[src/rtl/io_port_unit_pkg.sv]
// Shared constants for the memory-mapped I/O port: controller phases,
// port direction register (PDR) bit positions, STATUS bit positions and
// the two bus addresses the port answers to.
package io_port_unit_pkg;

  // Controller phase, one clock cycle per phase
  typedef enum logic [1:0] {
    PH_FETCH   = 2'd0,
    PH_DECODE  = 2'd1,
    PH_EXECUTE = 2'd2,
    PH_UPDATE  = 2'd3
  } phase_e;

  // PDR bit positions
  localparam int PDR_TX_EN = 0;  // TX drain enable
  localparam int PDR_RX_EN = 1;  // RX capture enable
  localparam int PDR_LOOP  = 2;  // internal loopback (build option)

  // STATUS bit positions: {RX_AVAIL, TX_OVR, TX_FULL, TX_EMPTY}
  localparam int ST_TX_EMPTY = 0;
  localparam int ST_TX_FULL  = 1;
  localparam int ST_TX_OVR   = 2;
  localparam int ST_RX_AVAIL = 3;

  // Bus addresses
  localparam logic [7:0] PORT_ADDR = 8'd67;
  localparam logic [7:0] PDR_ADDR  = 8'd66;

endpackage

[src/rtl/io_port_unit_if.sv]
// Bus bundle for io_port_unit: controller strobes, CPU data buses and
// the external valid/ready TX and RX channels. The master side is the
// environment (controller plus external device), the slave side the port.
interface io_port_unit_if #(
  parameter int DATA_W = 8
) ();
  import io_port_unit_pkg::*;

  // Controller side
  phase_e              ph;
  logic [DATA_W-1:0]   data_in;
  logic                port_en;
  logic                pdr_en;
  logic                port_rd;
  logic                port_pop;
  logic [DATA_W-1:0]   data_out;
  logic                data_oe;
  logic [3:0]          status;

  // External device side
  logic [DATA_W-1:0]   ext_tx_data;
  logic                ext_tx_valid;
  logic                ext_tx_ready;
  logic [DATA_W-1:0]   ext_rx_data;
  logic                ext_rx_valid;
  logic                ext_rx_ready;

  modport master (
    output ph, data_in, port_en, pdr_en, port_rd, port_pop,
    output ext_tx_ready, ext_rx_data, ext_rx_valid,
    input  data_out, data_oe, status,
    input  ext_tx_data, ext_tx_valid, ext_rx_ready
  );

  modport slave (
    input  ph, data_in, port_en, pdr_en, port_rd, port_pop,
    input  ext_tx_ready, ext_rx_data, ext_rx_valid,
    output data_out, data_oe, status,
    output ext_tx_data, ext_tx_valid, ext_rx_ready
  );

endinterface

[src/rtl/io_port_unit_fifo.sv]
// Synchronous transmit FIFO. Pointers wrap modulo DEPTH (power of two);
// the occupancy count is one bit wider than the pointers so that full and
// empty are distinguishable. The caller may push while full only when it
// pops in the same cycle, and pops only when non-empty.
module io_port_unit_fifo #(
  parameter int DATA_W = 8,
  parameter int DEPTH  = 4
) (
  input  logic              clk,
  input  logic              rst,
  input  logic              push,
  input  logic              pop,
  input  logic [DATA_W-1:0] wr_data,
  output logic [DATA_W-1:0] rd_data,
  output logic              full,
  output logic              empty
);

  localparam int PTR_W = $clog2(DEPTH);
  localparam int CNT_W = PTR_W + 1;

  logic [DATA_W-1:0] mem [DEPTH];
  logic [PTR_W-1:0]  wr_ptr;
  logic [PTR_W-1:0]  rd_ptr;
  logic [CNT_W-1:0]  count;

  // Pointer and occupancy bookkeeping
  // NOTE: sequential state uses non-blocking assignments so every register
  // samples pre-edge values, independent of statement order.
  always_ff @(posedge clk or posedge rst) begin
    if (rst) begin
      wr_ptr <= '0;
      rd_ptr <= '0;
      count  <= '0;
    end else begin
      if (push) wr_ptr <= wr_ptr + PTR_W'(1);
      if (pop)  rd_ptr <= rd_ptr + PTR_W'(1);
      if (push && !pop)      count <= count + CNT_W'(1);
      else if (pop && !push) count <= count - CNT_W'(1);
    end
  end

  // Storage write
  // NOTE: the data array is deliberately not reset; empty/valid come from
  // the pointers, so stale contents are never observed as valid data.
  always_ff @(posedge clk) begin
    if (push) mem[wr_ptr] <= wr_data;
  end

  assign rd_data = mem[rd_ptr];
  assign full    = (count == CNT_W'(DEPTH));
  assign empty   = (count == '0);

endmodule

[src/rtl/io_port_unit.sv]
// Memory-mapped I/O port (address 67) with port direction register
// (address 66). CPU writes queue into a TX FIFO drained over a valid/ready
// handshake; one external byte is captured into an RX holding register for
// CPU reads. Commits happen only in the EXECUTE phase.
// Build option: IO_PORT_LOOPBACK_EN enables PDR[2] internal loopback from
// the TX head into the RX holding register.
module io_port_unit
  import io_port_unit_pkg::*;
#(
  parameter int DATA_W     = 8,
  parameter int FIFO_DEPTH = 4
) (
  input logic           clk,
  input logic           rst,
  io_port_unit_if.slave bus
);

  logic [DATA_W-1:0] pdr;
  logic [DATA_W-1:0] rx_hold;
  logic              rx_avail;
  logic              tx_ovr;

  logic              exec_ph;
  logic              wr_cmd;
  logic              pdr_ld;
  logic              rx_pop;
  logic              rx_cap;
  logic              loop_on;
  logic              loop_xfer;
  logic              tx_valid;
  logic              rx_ready;
  logic              tx_drain;
  logic              fifo_push;
  logic              fifo_pop;
  logic              fifo_full;
  logic              fifo_empty;
  logic              tx_overflow;
  logic [DATA_W-1:0] fifo_head;
  logic              unused_pdr;

  io_port_unit_fifo #(
    .DATA_W (DATA_W),
    .DEPTH  (FIFO_DEPTH)
  ) u_fifo (
    .clk     (clk),
    .rst     (rst),
    .push    (fifo_push),
    .pop     (fifo_pop),
    .wr_data (bus.data_in),
    .rd_data (fifo_head),
    .full    (fifo_full),
    .empty   (fifo_empty)
  );

  // Controller strobes only commit in EXECUTE
  assign exec_ph = (bus.ph == PH_EXECUTE);
  assign wr_cmd  = exec_ph && bus.port_en;
  assign pdr_ld  = exec_ph && bus.pdr_en;
  assign rx_pop  = exec_ph && bus.port_pop && rx_avail;

`ifdef IO_PORT_LOOPBACK_EN
  // Loopback moves the TX head into an empty RX holding register and
  // silences both external channels.
  assign loop_on   = pdr[PDR_LOOP];
  assign loop_xfer = loop_on && !fifo_empty && !rx_avail;
`else
  assign loop_on   = 1'b0;
  assign loop_xfer = 1'b0;
`endif

  // Upper PDR bits are storage only
  assign unused_pdr = ^pdr;

  // Handshake qualification, all from registered state
  assign tx_valid    = pdr[PDR_TX_EN] && !fifo_empty && !loop_on;
  assign rx_ready    = pdr[PDR_RX_EN] && !rx_avail && !loop_on;
  assign tx_drain    = tx_valid && bus.ext_tx_ready;
  assign rx_cap      = bus.ext_rx_valid && rx_ready;
  assign fifo_pop    = tx_drain || loop_xfer;
  assign fifo_push   = wr_cmd && (!fifo_full || fifo_pop);
  assign tx_overflow = wr_cmd && fifo_full && !fifo_pop;

  // Direction register and sticky overflow flag
  always_ff @(posedge clk or posedge rst) begin
    if (rst) begin
      pdr    <= '0;
      tx_ovr <= 1'b0;
    end else begin
      if (pdr_ld) pdr <= bus.data_in;
      if (tx_overflow) tx_ovr <= 1'b1;
      else if (pdr_ld) tx_ovr <= 1'b0;
    end
  end

  // RX holding register: loopback or external capture fill it, CPU pop empties it
  always_ff @(posedge clk or posedge rst) begin
    if (rst) begin
      rx_hold  <= '0;
      rx_avail <= 1'b0;
    end else if (loop_xfer) begin
      rx_hold  <= fifo_head;
      rx_avail <= 1'b1;
    end else if (rx_cap) begin
      rx_hold  <= bus.ext_rx_data;
      rx_avail <= 1'b1;
    end else if (rx_pop) begin
      rx_avail <= 1'b0;
    end
  end

  assign bus.ext_tx_data  = fifo_head;
  assign bus.ext_tx_valid = tx_valid;
  assign bus.ext_rx_ready = rx_ready;
  assign bus.data_oe      = bus.port_rd;
  assign bus.data_out     = (bus.port_rd && rx_avail) ? rx_hold : '0;
  assign bus.status       = {rx_avail, tx_ovr, fifo_full, fifo_empty};

endmodule
[src/flat_wrapper.sv]
// flat-port wrapper written by rule: the top's interface ports become plain ports
module io_port_unit_flat import io_port_unit_pkg::*;
#(
  parameter int DATA_W     = 8,
  parameter int FIFO_DEPTH = 4
)
  (clk, rst, bus_ph, bus_data_in, bus_port_en, bus_pdr_en, bus_port_rd, bus_port_pop, bus_ext_tx_ready, bus_ext_rx_data, bus_ext_rx_valid, bus_data_out, bus_data_oe, bus_status, bus_ext_tx_data, bus_ext_tx_valid, bus_ext_rx_ready);
  io_port_unit_if #(.DATA_W(DATA_W)) bus_i ();
  input logic clk;
  input logic rst;
  input wire logic [$bits(bus_i.ph)-1:0] bus_ph;
  input wire logic [$bits(bus_i.data_in)-1:0] bus_data_in;
  input wire logic [$bits(bus_i.port_en)-1:0] bus_port_en;
  input wire logic [$bits(bus_i.pdr_en)-1:0] bus_pdr_en;
  input wire logic [$bits(bus_i.port_rd)-1:0] bus_port_rd;
  input wire logic [$bits(bus_i.port_pop)-1:0] bus_port_pop;
  input wire logic [$bits(bus_i.ext_tx_ready)-1:0] bus_ext_tx_ready;
  input wire logic [$bits(bus_i.ext_rx_data)-1:0] bus_ext_rx_data;
  input wire logic [$bits(bus_i.ext_rx_valid)-1:0] bus_ext_rx_valid;
  output wire logic [$bits(bus_i.data_out)-1:0] bus_data_out;
  output wire logic [$bits(bus_i.data_oe)-1:0] bus_data_oe;
  output wire logic [$bits(bus_i.status)-1:0] bus_status;
  output wire logic [$bits(bus_i.ext_tx_data)-1:0] bus_ext_tx_data;
  output wire logic [$bits(bus_i.ext_tx_valid)-1:0] bus_ext_tx_valid;
  output wire logic [$bits(bus_i.ext_rx_ready)-1:0] bus_ext_rx_ready;
  assign bus_i.ph = bus_ph;
  assign bus_i.data_in = bus_data_in;
  assign bus_i.port_en = bus_port_en;
  assign bus_i.pdr_en = bus_pdr_en;
  assign bus_i.port_rd = bus_port_rd;
  assign bus_i.port_pop = bus_port_pop;
  assign bus_i.ext_tx_ready = bus_ext_tx_ready;
  assign bus_i.ext_rx_data = bus_ext_rx_data;
  assign bus_i.ext_rx_valid = bus_ext_rx_valid;
  assign bus_data_out = bus_i.data_out;
  assign bus_data_oe = bus_i.data_oe;
  assign bus_status = bus_i.status;
  assign bus_ext_tx_data = bus_i.ext_tx_data;
  assign bus_ext_tx_valid = bus_i.ext_tx_valid;
  assign bus_ext_rx_ready = bus_i.ext_rx_ready;
  io_port_unit #(.DATA_W(DATA_W), .FIFO_DEPTH(FIFO_DEPTH)) u_core (.clk(clk), .rst(rst), .bus(bus_i));
endmodule
[config.mk]
export PLATFORM = sky130hd
export DESIGN_NAME = io_port_unit_flat
export DESIGN_NICKNAME = d
export VERILOG_FILES = /design/src/rtl/io_port_unit_pkg.sv /design/src/rtl/io_port_unit_if.sv /design/src/rtl/io_port_unit_fifo.sv /design/src/rtl/io_port_unit.sv /design/src/flat_wrapper.sv
export SDC_FILE = /design/constraint.sdc
export NUM_CORES = 1
export LEC_CHECK = 0
export ABC_AREA = 1
export CAP_MARGIN = 20
export CORE_ASPECT_RATIO = 0.7
export CORE_MARGIN = 5
export CORE_UTILIZATION = 50
export CTS_CLUSTER_DIAMETER = 120
export DETAILED_ROUTE_END_ITERATION = 6
export GPL_ROUTABILITY_DRIVEN = 0
export PLACE_DENSITY = 0.76
export SYNTH_ARGS = -nofsm -noshare
export SYNTH_HDL_FRONTEND = slang
export SYNTH_SLANG_ARGS = --single-unit
export TNS_END_PERCENT = 50
[constraint.sdc]
create_clock -name clk -period 2.4 [get_ports clk]
set_clock_uncertainty 0.15 [all_clocks]
set_input_delay 0.24 -clock clk [delete_from_list [all_inputs] [get_ports clk]]
set_output_delay 0.24 -clock clk [all_outputs]
set_load 0.005 [all_outputs]
==> impl_metrics.ini <==
[power_and_ir_drop]
worst_ir_drop_vdd_uv = 584
p_leak_nw = 1.20
p_per_area_nw_per_um2 = 1000

[synthesis]
yosysWarnings = 0
syn_area_per_cell_sq_um = 11.4
synth_area_sq_um = 2260
yosysUniqueCellTypes = 26
synth.net_count = 230
synth-seq-cells = 51
ys_seq_area_share_pct = 63.6
synthCells = 198

[critical_path]
critPathMaxFanout = 12
crit_type = reg2out
path_cells = buf_4 -> o21ai_0 -> o22ai_1 -> clkdlybuf4s50_1
r2r-start = u_core.u_fifo.count[0]
start_kind = register
crit_family = buffers and inverters
cp_slowest_cell = dfrtp_2
crit_buf_inv = 2
slowest_delay_ns = 0.53
critical_path.startpoint = u_core.u_fifo.rd_ptr[0]
required_ns = 2.01
arrival_ns = 1.82
endpoint_kind = output port

[sta]
hold_viol = 0
setup_violations = 0
fin_crit_ns = 2.21
fmax_ghz = 0.453
tns_ns = 0
final_max_slew_viol_count = 0
slew_headroom_pct = 52.5
post-route-period-util_pct = 92.0
fin_ws_ns = 0.191
grt_setup_unrepaired = no
tightest_slew_ns = 0.712

[final_layout]
layout_commonest_cell = clkdlybuf4s50_1
area_delta_synth_final_pct = 30.0
final_cell_mix = clkdlybuf4s50_1, nor2_1, edfxtp_1, inv_1, o21ai_0
layout.nets = 290
fillers = 332
multi_input_area_sq_um = 633
final-seq-area_sq_um = 1440
stdcell_area_sq_um = 2940
antennaDiodeCount = 0
drive_gt1_share_pct = 13.9

[global_routing]
antenna_found_initial = 0
grt_pass1_wl_um = 7170
gr-total-overflow = 0
grt_max_degree = 20
grt_pass1_vias = 1552
grtUsageTotal_pct = 15.3

[die]
fp.dieArea_sq_um = 5980
die_y_um = 66.2
boundaryPins = 49
coreArea_sq_um = 4350
rows = 20
die_w_um = 90.3
initial_core_util_pct = 51.9

[placement]
dp_hpwl_um = 3250
portBuffers = 48
dpl_cell_area_sq_um = 2830
preCtsSetupSlack_ns = 0.0398

[job]
cap_viol_max_count = 0

[cts]
cts_sinks = 51
clk_path_buf_depth = 2
cts.reportedPaths.clkPinSlew_ns = 0.09
cts-root-buf = clkbuf_8
cts_buffers = 5
cts_tree = yes
worstSkewPairLatency_ns = 0.30
cts_setup_buffers = 0
htreeDepth = 2

[detailed_routing]
drc = 0
drt-initial-drc-count = 72
vias_per_cell = 4.91
drt_wl_total_um = 4310
drtPass1Iterations = 4
dr_total_vias = 1543
ant_nets = 0
wl_per_cell_um = 13.7

[status]
outcome = complete, no violations

[min_path]
hold_path_class = in2async
## stage by stage
step           util (%)  cells  power [mW]  hold slack (ns)
2_1_floorplan         -    198        1.92           0.0411
3_3_place_gp       65.1    306        2.40            0.341
3_5_place_dp       65.1    306        2.44            0.347
4_1_cts            67.4    314        2.96            0.220
5_1_grt            67.4    314        3.15            0.246
6_report           67.4    314        2.93            0.200
## report_power, final
group	switching [mW]	total, mW	internal (mW)
registers	0.166	1.27	1.11
clock network	0.257	0.520	0.263
logic	0.539	1.14	0.604
total	0.962	2.93	1.97
## sequential cells by signal, summed over array words and instances (netlist names)
signal                cells
u_core.u_fifo.mem        32
u_core.rx_hold            8
u_core.u_fifo.count       3
u_core.pdr                2
u_core.u_fifo.rd_ptr      2
u_core.u_fifo.wr_ptr      2
u_core.rx_avail           1
u_core.tx_ovr             1
## area by class of cell
cell class,instances,share of cell area [%]
clock buffers,8,3.41
inverters,28,3.75
multi-input cells,110,21.6
flip-flops and latches,51,49.0
well taps,55,2.34
repair buffers,62,19.9
## kinds of logic (layout without fill, tap and decap cells)
kind of cell               after synthesis  count (layout)  share of synthesized area, %
AOI/OAI and AO/OA                       40              40                          10.0
xor gates and xnor gates                 3               3                          1.16
adders and majority gates                6               6                          3.66
buffers and inverters                   37              98                          8.37
DFF                                     51              51                          63.6
muxes                                    1               1                         0.499
and+or+nand+nor                         60              60                          12.7
## layer usage
metal	global-route usage, %	wire length (um)	vias to the layer above
li1	-	-	770
met1	20.1	1980	715
met2	25.3	2000	52
met3	3.98	295	6
met4	4.46	43	0
met5	0	0	-
## path summary, 6_finish.rpt
kind,endpoint,depth (start not counted),slack (ns)
min in group clk,u_core.rx_hold[1],3,0.36
max,bus_ext_tx_data[3],4,0.19
max reg2reg,u_core.u_fifo.count[2],9,0.31
min reg2reg,u_core.rx_hold[3],2,0.37
min,u_core.rx_hold[2],2,0.20
max in group asynchronous,u_core.u_fifo.rd_ptr[0],2,1.40
## Yosys cell counts (all sizes together)
cell type  count  area share (%)
a21oi         11             2.4
buf            9             3.5
clkinv         1            0.39
dfrtp         19              21
edfxtp        32              43
fa             1            0.89
ha             5             2.8
inv           27             4.5
mux2           1            0.50
nand2         12             2.8
nand3          4             1.1
nand4          1            0.28
nor2          42             8.3
nor3           1            0.22
o211ai         1            0.94
o21ai         20             4.4
o22ai          8             2.2
xnor2          1            0.39
xor2           2            0.78
## what timing repair did
action | CTS | global route
cloned | 0 | 0
hold buffers | 0 | 0
gates resized for setup | 1 | 1
pin swaps | 0 | 0
setup endpoints to repair | 2 | 3
Power figures use the tool's default switching activity.
